File: src/rtl/mem_stage_32.sv
// Memory stage of the 32-bit pipeline: forwards ALU results to writeback,
// runs LD/ST requests against the data memory, and pulses err on misaligned
// accesses or when a request outlives TIMEOUT cycles without an ack.
module mem_stage_32 #(
  parameter int unsigned TIMEOUT = 255
) (
  input  logic        clk,
  input  logic        rst,
  input  logic        in_valid,
  output logic        in_ready,
  input  logic [3:0]  in_op,
  input  logic [31:0] in_res,
  input  logic [31:0] in_st_data,
  input  logic [4:0]  in_rd,
  output logic        mem_req,
  output logic        mem_we,
  output logic [31:0] mem_addr,
  output logic [31:0] mem_wdata,
  input  logic [31:0] mem_rdata,
  input  logic        mem_ack,
  output logic        wb_valid,
  output logic        wb_we,
  output logic [4:0]  wb_rd,
  output logic [31:0] wb_data,
  output logic        err
);

  localparam logic [3:0] OP_LD    = 4'hB;
  localparam logic [3:0] OP_ST    = 4'hC;
  localparam logic [7:0] CNT_LAST = 8'(TIMEOUT - 1);

  typedef enum logic {IDLE, MEM_WAIT} state_t;

  state_t      state, state_nx;
  logic [7:0]  cnt, cnt_nx;
  logic [4:0]  rd_q, rd_nx;
  logic        mem_req_nx, mem_we_nx;
  logic [31:0] mem_addr_nx, mem_wdata_nx;
  logic        wb_valid_nx, wb_we_nx, err_nx;
  logic [4:0]  wb_rd_nx;
  logic [31:0] wb_data_nx;

  assign in_ready = (state == IDLE);

  // Next-state and next-output decode; every output is registered below.
  always_comb begin
    state_nx     = state;
    cnt_nx       = cnt;
    rd_nx        = rd_q;
    mem_req_nx   = mem_req;
    mem_we_nx    = mem_we;
    mem_addr_nx  = mem_addr;
    mem_wdata_nx = mem_wdata;
    wb_valid_nx  = 1'b0;
    wb_we_nx     = 1'b0;
    wb_rd_nx     = wb_rd;
    wb_data_nx   = wb_data;
    err_nx       = 1'b0;
    case (state)
      IDLE: begin
        if (in_valid) begin
          if (in_op == OP_LD || in_op == OP_ST) begin
            if (in_res[1:0] != 2'b00) begin
              wb_valid_nx = 1'b1;
              wb_rd_nx    = in_rd;
              wb_data_nx  = in_res;
              err_nx      = 1'b1;
            end else begin
              mem_req_nx   = 1'b1;
              mem_we_nx    = (in_op == OP_ST);
              mem_addr_nx  = in_res;
              mem_wdata_nx = (in_op == OP_ST) ? in_st_data : '0;
              rd_nx        = in_rd;
              cnt_nx       = '0;
              state_nx     = MEM_WAIT;
            end
          end else begin
            wb_valid_nx = 1'b1;
            wb_rd_nx    = in_rd;
            wb_data_nx  = in_res;
            wb_we_nx    = (in_op >= 4'd1 && in_op <= 4'd9) && (in_rd != 5'd0);
          end
        end
      end
      MEM_WAIT: begin
        // Ack is checked first so it wins over a timeout on the same edge.
        if (mem_ack) begin
          mem_req_nx  = 1'b0;
          state_nx    = IDLE;
          wb_valid_nx = 1'b1;
          wb_rd_nx    = rd_q;
          if (mem_we) begin
            wb_data_nx = mem_addr;
          end else begin
            wb_data_nx = mem_rdata;
            wb_we_nx   = (rd_q != 5'd0);
          end
        end else if (cnt == CNT_LAST) begin
          mem_req_nx  = 1'b0;
          state_nx    = IDLE;
          wb_valid_nx = 1'b1;
          err_nx      = 1'b1;
          cnt_nx      = '0;
        end else begin
          cnt_nx = cnt + 8'd1;
        end
      end
    endcase
  end

  // State and output registers with synchronous reset.
  always_ff @(posedge clk) begin
    if (rst) begin
      state     <= IDLE;
      cnt       <= '0;
      rd_q      <= '0;
      mem_req   <= 1'b0;
      mem_we    <= 1'b0;
      mem_addr  <= '0;
      mem_wdata <= '0;
      wb_valid  <= 1'b0;
      wb_we     <= 1'b0;
      wb_rd     <= '0;
      wb_data   <= '0;
      err       <= 1'b0;
    end else begin
      state     <= state_nx;
      cnt       <= cnt_nx;
      rd_q      <= rd_nx;
      mem_req   <= mem_req_nx;
      mem_we    <= mem_we_nx;
      mem_addr  <= mem_addr_nx;
      mem_wdata <= mem_wdata_nx;
      wb_valid  <= wb_valid_nx;
      wb_we     <= wb_we_nx;
      wb_rd     <= wb_rd_nx;
      wb_data   <= wb_data_nx;
      err       <= err_nx;
    end
  end

endmodule

File: config.mk
export PLATFORM = sky130hd
export DESIGN_NAME = mem_stage_32
export DESIGN_NICKNAME = d
export VERILOG_FILES = /design/src/rtl/mem_stage_32.sv
export SDC_FILE = /design/constraint.sdc
export NUM_CORES = 1
export LEC_CHECK = 0
export CORE_ASPECT_RATIO = 1.5
export CORE_UTILIZATION = 39
export DETAILED_ROUTE_END_ITERATION = 10
export PLACE_DENSITY = 0.76
export REMOVE_ABC_BUFFERS = 1
export SLEW_MARGIN = 10
export SYNTH_ARGS = -nofsm -noshare
export SYNTH_HDL_FRONTEND = slang
export SYNTH_SLANG_ARGS = --single-unit
File: constraint.sdc
create_clock -name clk -period 1.9 [get_ports clk]
set_clock_uncertainty 0.2 [all_clocks]
set_input_delay 0.38 -clock clk [delete_from_list [all_inputs] [get_ports clk]]
set_output_delay 0.38 -clock clk [all_outputs]
set_load 0.05 [all_outputs]
==> metrics.md, run 1 <==
| Metric | Value |
|---|---|
| Max-slew violation count | 0 |
| Register-to-Register Path Depth | 5 |
| TritonRoute pass-1 iters | 8 |
| CTS tree | done |
| Root Buffer | clkbuf_16 |
| Worst Tran Pin Value | 0.383 ns |
| Max_cap viols | 0 |
| CTS sink cnt | 120 |
| Crit path kind | flop to flop |
| Post-synthesis sequential area ratio | 0.451 |
| Critical Path RT | 2.02 ns |
| Max-slew headroom | 0.745 |
| Site Rows | 52 |
| YS warnings | 0 |
| Synthesized netlist cell count | 643 |
| TritonCTS Buffers | 17 |
| HP Class | input pin to flop |
| Ys flop type | dfxtp_1 |
| Starting Density | 0.398 |
| CP startpoint kind | flop |
| Final core utilization | 0.625 |
| Post-layout min period | 1.86 ns |
| Synth Cell Area | 5330 um^2 |
| Worst Hold Depth | 2 |
| Clk slew on worst S/H paths | approximately 0.060 ns |
| Share of cells above drive strength 1 | 0.250 |
| Largest net degree at the start of global routing | 67 |
| Routed len/inst | ~17 um |
| RD Place Congestion | ~0.92 |
| Synthesis-stage register bit count | 120 |
| Synth cell types | 44 |
| CP max stage cell | or4b_4 |
| Synth async-reset ratio | 0 |
| Power Dens Cells | around 790 nW/um^2 |
| CP Max Fanout | 5 |
| Setup Viol. Count Final | 0 |
| Leakage power | 0.00313 uW |
| Die Ht | 145 um |
| Final WL | 17,200 um |
| Syn Area/Cell | roughly 8.3 um^2 |
| Final Cycle Share | 0.978 |
| Drc violations | 1 |
| Post-DRT Antenna Nets | 0 |
| First-pass GRT wire length | 27,300 um |
| Violated checks | DRC |
| WHS | 0.104 ns |
| Post-synth EDFFs | 0 |
| Vias in the first global route | ~5,700 |
| Port bufs | roughly 220 |
| Vias/cell | ~5.4 |
| Core footprint | 13,400 um^2 |
| Initial detailed-routing violation count | 247 |
| Area growth, synth to finish | 57.2% |
| Worst-path cell chain | or4b_4, a21o_4, buf_4, and2_4, a211oi_2 |
| Critical path arrival | 1.98 ns |
| Die area | between 10,000 and 15,000 um^2 |
| Final nets | 975 |
| Layout fillers | 1,175 |
| Ports | 216 |
| Htree depth | 4 |
| Max Fclk | approximately 0.54 GHz |
| CP peak stage delay | 0.50 ns |
| Hpwl dp | about 12,000 um |
| Via count | 5,644 |
| Clock latency on the worst-skew pair | ~0.41 ns |
| Clock Path Buffers | 2 |
| Grt ovf | 0 |
| Maximum VDD drop | 0.573 mV |
| Hold Fails Final Rpt | 0 |
| Chip width | 97.4 um |
| Initial antenna violation count | 2 |
| Status | finished, violations left |
| Worst setup EP type | flop |
| GRT Overall Usage | 0.239 |
## synth_stat cells (2+ instances only)
cell / instances / area [um^2]
a31oi_1: 2 / 12.5
nand4_1: 2 / 12.5
buf_2: 16 / 80.1
nor3b_1: 2 / 15.0
nand3_1: 37 / 185
dfxtp_1: 120 / 2400
o31ai_1: 2 / 15.0
nand2b_1: 34 / 213
nand3b_1: 3 / 22.5
nor2_1: 77 / 289
a21oi_1: 48 / 240
and2_1: 2 / 12.5
ha_1: 2 / 25.0
o21ai_0: 5 / 25.0
o21ai_1: 30 / 150
a211oi_1: 40 / 300
buf_1: 7 / 26.3
mux2i_1: 38 / 380
a32oi_1: 2 / 17.5
nor3_1: 3 / 15.0
a2111o_1: 2 / 22.5
clkbuf_1: 35 / 131
a22oi_1: 32 / 240
inv_1: 4 / 15.0
nand2_1: 79 / 297
## what timing repair did
| item | CTS | global route |
|---|---|---|
| buffers inserted | 3 | 2 |
| gates resized for setup | 43 | 22 |
| pin swaps | 8 | 4 |
| cloned | 2 | 1 |
| setup endpoints to repair | 118 | 94 |
| hold buffers | 0 | 0 |
## where the power goes
part / internal (uW) / switching, uW
clock: 1870 / 1200
sequential: 2580 / 37.2
combinational: 432 / 514
## layer usage
metal / share of wire / track usage / vias to the layer above
li1: - / - / 2734
met1: 0.37 / 0.253 / 2662
met2: 0.53 / 0.425 / 207
met3: 0.064 / 0.0626 / 41
met4: 0.036 / 0.130 / 0
met5: 0 / 0 / -
## flip-flops by register name (all words and copies together), names as in the netlist, 5 cells and up
signal     flops
wb_rd          5
rd_q           5
mem_wdata     32
wb_data       32
cnt            8
mem_addr      32
## per-stage QoR
stage / std cells / TNS (ns) / power [uW] / setup slack, ns / cell area (um^2)
after floorplan: 585 / -244.67 / 3080 / -2.50 / 5090
after global placement: 1000 / -73.99 / 3570 / -0.733 / 7570
after detailed placement: 1000 / -77.94 / 3590 / -0.823 / 7570
after CTS: 1037 / 0 / 6690 / 0.00165 / 8310
after global routing: 1041 / -0.243 / 6890 / -0.0328 / 8380
final: 1041 / 0 / 6640 / 0.0415 / 8380
## cell families after synthesis
logic type,Yosys count,share of synthesized area
adders and majority gates,2,0.00470
buffers and inverters,62,0.0474
AOI/OAI and AO/OA,174,0.213
and+or+nand+nor,247,0.212
muxes,38,0.0714
DFF,120,0.451
## area by class of cell
class	count	area, um^2	share of cell area
flip-flops and latches	120	2410	0.288
clock buffers	19	453	0.0541
multi-input cells	462	2790	0.333
clock inverters	13	120	0.0143
diodes	2	5.00	0.000597
inverters	4	18.8	0.00224
well taps	162	203	0.0242
repair buffers	259	2380	0.284
## path summary, 6_finish.rpt
check	from	end	slack, ns
min reg2reg	wb_data[20]	wb_data[20]	0.26
max	state	wb_rd[4]	0.04
min	rst	state	0.10
max reg2reg	state	wb_rd[4]	0.04
## worst max-delay path: cells and delay by family, from the launching register on
kind                   cells  cell delay, ns
AOI/OAI and AO/OA          2            0.39
buffers and inverters      1            0.14
DFF                        1            0.36
and+or+nand+nor            2            0.68
## placed cells by master, fill, tap and decap left out, types with 3 or more instances in the layout
master           synthesis  routed
clkinvlp_4               0       7
a211oi_2                 0       4
a21oi_1                 48      47
clkbuf_16                0      17
nand2b_1                34      34
nor3_1                   3       3
a22oi_1                 32      29
o21ai_1                 30      27
clkdlybuf4s50_1          0     100
o21ai_0                  5       3
inv_1                    4       3
inv_6                    0       3
buf_4                    0     129
a22oi_2                  0       3
buf_6                    0      12
nand3b_1                 3       3
a211oi_1                40      36
dfxtp_1                120     117
mux2i_1                 38      38
dlygate4sd2_1            0       4
nand3_1                 37      37
buf_12                   0       9
o21ai_2                  0       5
nand2_1                 79      77
nor2_1                  77      76
(Power assumes the default switching activity.)
==> run 2, diff against run 1 <==
--- a/config.mk
+++ b/config.mk
@@ -5,6 +5,7 @@
 export SDC_FILE = /design/constraint.sdc
 export NUM_CORES = 1
 export LEC_CHECK = 0
+export CAP_MARGIN = 20
 export CORE_ASPECT_RATIO = 1.5
 export CORE_UTILIZATION = 39
 export DETAILED_ROUTE_END_ITERATION = 10
==> results of run 2 <==
The final DEF is identical to that of run 1; final timing and power are the same.
==> RTL edit 1: new RTL, settings of run 1 <==
The output `err` loses its register stage (`err` becomes a continuous assignment).
--- a/src/rtl/mem_stage_32.sv
+++ b/src/rtl/mem_stage_32.sv
@@ -123,5 +123,4 @@
       wb_rd     <= '0;
       wb_data   <= '0;
-      err       <= 1'b0;
     end else begin
       state     <= state_nx;
@@ -136,8 +135,9 @@
       wb_rd     <= wb_rd_nx;
       wb_data   <= wb_data_nx;
-      err       <= err_nx;
     end
   end
 
+  assign err = err_nx;
+
 endmodule
 
Check against the original RTL: not equivalent (a bounded check fails within 4 cycles, from zero or initial values and one cycle with rst high).
==> RTL edit 1 against run 1 <==
- the flow finishes with violations (setup timing)
- non-clock buffer count increased by 9
- register-to-register slack improved by 0.09 ns
- sequential cell count decreased by 1
- wire length fell by 2.3%
- total power up 2.3%
- area after synthesis is 2.2% lower
- first-iteration DRC count increased by 28%
- cell area down 1.2%
- worst setup slack got worse by 0.29 ns
- fmax down 13%
- die area decreased by 2.1%
- critical path depth is 2 higher
==> RTL edit 1: results (changes against run 1) <==
- Status: finished with violations
- Failing checks: setup timing
- Routed Wire Length: 16800 um (-2.3%)
- Critical path arrival: 1.56 ns (-0.42 ns)
- Top cells by count, synth: dfxtp_1, nand2_1, a21oi_1, nor2_1, mux2i_1
- Final setup viols: 1 (+1)
- Vias in the first global route: 5454 (-3.7%)
- Num CTS Buffers: 17 (unchanged)
- Port bufs: 215 (unchanged)
- Worst reg-to-reg path cell count: 6 (+1)
- Synth unique cells: 46 (+4.5%)
- Dpl cell area: 7570 um^2 (about the same)
- Sequential area share after synthesis: 45.7% (+0.61 points)
- Worst-skew pair later-pin latency: 0.41 ns (about the same)
- Antenna diodes: 0 (-2)
- CP startpoint: cnt[0]
- CP Max Fanout: 2 (-3)
- Cell family with most CP delay: buffers and inverters
- Initial antenna violation count: 0 (-2)
- Worst Tran Pin Value: 0.619 ns (+0.236 ns)
- Hold Crit Class: reg2reg
- Share of layout cells above drive strength 1: 24.4% (-0.54 points)
- First-pass GRT wire length: 25600 um (-6.0%)
- H-Tree Level Count: 4 (unchanged)
- Gate count of the mapped netlist: 635 (-1.2%)
- 1st-pass router iterations: 5 (-3)
- Post-detail-place hpwl: 12100 um (-0.48%)
- DP Worst Slack: -0.556 ns (+0.267 ns)
- Pleak: 3.23 nW (+3.3%)
- Fin nets: 978 (+0.31%)
- CP max-delay cell: dfxtp_2
- All-Layer GR Usage: 24.1% (+0.22 points)
- Worst flop-to-flop path startpoint: state
- Ys async rst share: 0% (unchanged)
- Worst vdd ir: 0.490 mV (-15%)
- Non-filler cells, final: 1039 (-0.19%)
- Top post-synthesis cells by area: dfxtp_1, a21oi_1, nand2_1, mux2i_1, nor2_1
- First DRT Iteration DRCs: 317 (+28%)
- Fin worst setup slack: -0.245 ns (-0.286 ns)
- Routability cong.: 0.848 (-8.1%)
- DR vias: 5673 (+0.51%)
- Slowest stage delay, CP: 0.32 ns (-0.18 ns)
- CTS Buffer Depth: 2 (unchanged)
- Hold wc startpoint: wb_data[28]
- Largest net degree at the start of global routing: 57 (-15%)
## RTL edit 1: cell types whose count changed in the layout (fill, tap and decap cells not counted), sizes merged, moves of 3 or more
cell    delta
nand2b    -30
nand3     -32
nand2     +30
o211ai     +3
nand4     +34
a21oi     +34
a211oi    -34
buf        +7
nor2       -4
clkbuf     -3
## RTL edit 1: stage by stage
stage          total power, mW  TNS, ns
4_1_cts                   6.85   -0.260
6_report                  6.79   -0.245
2_1_floorplan             3.05  -152.69
3_3_place_gp              3.53   -48.14
5_1_grt                   7.04   -0.305
3_5_place_dp              3.55   -53.35
## RTL edit 1: power by group
group | internal (mW) | switching [mW]
registers | 2.56 | 0.0370
logic | 0.404 | 0.503
clock network | 2.10 | 1.19
## RTL edit 1: cell families (layout without fill, tap and decap cells)
logic type,count (synthesis),in the layout,share of synthesized area [%]
and+or+nand+nor,243,243,21.1
AOI/OAI and AO/OA,175,175,20.3
DFF,119,119,45.7
buffers and inverters,58,303,5.06
muxes,38,38,7.32
adders and majority gates,2,2,0.480
## RTL edit 1: final timing paths
check / end / slack (ns)
max: err / -0.24
max reg2reg: mem_wdata[27] / 0.13
min reg2reg: wb_data[28] / 0.25
min: wb_data[28] / 0.25
## RTL edit 1: worst reg2reg max path, cell delays in order (launching register included)
cell and delay (ns):
dfxtp_4 0.37, nand3b_1 0.21, buf_4 0.17, nor4b_4 0.30, buf_12 0.22, a22oi_1 0.12, nor2_1 0.12
## RTL edit 1: area by class of cell
type | count | area, um^2
timing repair buffer | 268 | 2430
sequential | 119 | 2390
tap | 159 | 199
fill | 1095 | 4740
inverter | 3 | 11.3
clock inverter | 14 | 176
clock buffer | 18 | 439
multi-input combinational | 458 | 2630
## RTL edit 1: repair_timing
item                       in CTS  in global routing
cloned                          0                  0
pin swaps                       5                  1
hold endpoints to repair        1                  0
setup endpoints to repair      75                 33
hold buffers                    1                  0
buffers inserted                4                  0
resized for setup              20                  3
## RTL edit 1: per-layer routing
layer,up-vias,wire [um],global-route usage (%)
li1,2721,-,-
met1,2664,6220,25.1
met2,241,8930,43.3
met3,47,1080,6.30
met4,0,616,12.8
met5,-,0,0
==> RTL edit 2: new RTL, flow settings as in run 1 <==
Made on the original files. Change the parameter `TIMEOUT` from 255 to 127.
--- a/src/rtl/mem_stage_32.sv
+++ b/src/rtl/mem_stage_32.sv
@@ -3,5 +3,5 @@
 // accesses or when a request outlives TIMEOUT cycles without an ack.
 module mem_stage_32 #(
-  parameter int unsigned TIMEOUT = 255
+  parameter int unsigned TIMEOUT = 127
 ) (
   input  logic        clk,
Function: no difference found for any inputs over 4 cycles, from zero or initial values and one cycle with rst high; that may be too few to reach the edited logic, so the function may still have changed.
==> RTL edit 2 against run 1 <==
- cell area decreased by 3.6%
- global-route usage decreased by 0.42 points
- critical path depth decreased by 1
- total power decreased by 1.1%
- area after synthesis decreased by 3.5%
- sequential cell count unchanged
- wire length decreased by 7.3%
- worst setup slack got worse by 0.030 ns
- largest cell class unchanged
==> RTL edit 2: results (changes against run 1) <==
- Crit path capture: cnt[7]
- Hold wc startpoint: in_op[2]
- Final Cycle Share: 99.4% (+1.6 points)
- Status: complete, no violations
- Ys async rst share: 0% (unchanged)
- Initial Utilization: 39.9% (+0.14 points)
- Seq. pwr: 2.61 mW (about the same)
- Vias in the first global route: 5463 (-3.6%)
- Routability cong.: 0.909 (-1.5%)
- Top cells by count, synth: dfxtp_1, a21oi_1, nor2_1, nand2_1, clkbuf_1
- WHS: 0.262 ns (+0.157 ns)
- First-pass GRT wire length: 24800 um (-9.0%)
- Placed instance count: 993 (-0.70%)
- Vias per cell: 5.32 (-1.8%)
- 1st-pass router iterations: 5 (-3)
- R2r setup slk: 0.01 ns (-0.03 ns)
- Share of layout cells above drive strength 1: 22.4% (-2.6 points)
- Setup bufs post-CTS: 0 (-3)
- Initial antenna violation count: 0 (-2)
- Largest net degree at the start of global routing: 66 (-1.5%)
- H-Tree Level Count: 4 (unchanged)
- Synth unique cells: 37 (-16%)
- Routed Wire Length: 16000 um (-7.3%)
- Worst vdd ir: 0.574 mV (+0.17%)
- Critical path arrival: 2.02 ns (+0.04 ns)
- Worst reg-to-reg path cell count: 4 (-1)
- Fin nets: 965 (-1.0%)
- Top post-synthesis cells by area: dfxtp_1, a21oi_1, mux2i_1, nor2_1, nand2_1
- Worst Tran Pin Value: 0.364 ns (-0.0188 ns)
- Antenna diodes: 0 (-2)
- Cells on Worst Hold Path: 4 (+2)
- Pwr/cell area: 812 nW/um^2 (+2.5%)
- Dpl cell area: 7490 um^2 (-1.1%)
- Hold EP: wb_we
- DRC: 0 (-1)
- P_int: 4.80 mW (-1.8%)
- Post-CTS Hold Buffers: 1 (+1)
- Post-detail-place hpwl: 11600 um (-4.7%)
- Post-cts gate resize count: 12 (-72%)
- Gate count of the mapped netlist: 636 (-1.1%)
- All-Layer GR Usage: 23.5% (-0.42 points)
- Sequential area share after synthesis: 46.7% (+1.6 points)
[RTL edit 2: cell type report]
cell class	instances	area, um^2
timing repair buffer	255	2330
tap	159	199
clock buffer	17	425
multi-input combinational	455	2560
sequential	120	2400
fill	1113	4810
inverter	5	18.8
clock inverter	15	140
[RTL edit 2: kinds of logic (layout without fill, tap and decap cells)]
| group | after synthesis | after routing | synth area share [%] |
|---|---|---|---|
| simple gates | 209 | 209 | 17.8 |
| buf+inv | 61 | 292 | 4.70 |
| fa+ha+maj | 2 | 2 | 0.487 |
| compound gates | 206 | 206 | 22.9 |
| flops | 120 | 120 | 46.7 |
| mux | 38 | 38 | 7.40 |
[RTL edit 2: critical path, cell delays in order, from the launching register on]
cell	delay, ns
dfxtp_2	0.36
nor4b_4	0.34
o32ai_2	0.14
or4_4	0.55
a211oi_2	0.21
[RTL edit 2: per-layer routing]
metal	up-vias	track usage, %	part of all wire, %
met5	-	0	0
met2	208	42.0	52
met3	46	6.87	7.3
met4	0	14.1	4.1
met1	2532	23.4	37
li1	2676	-	-
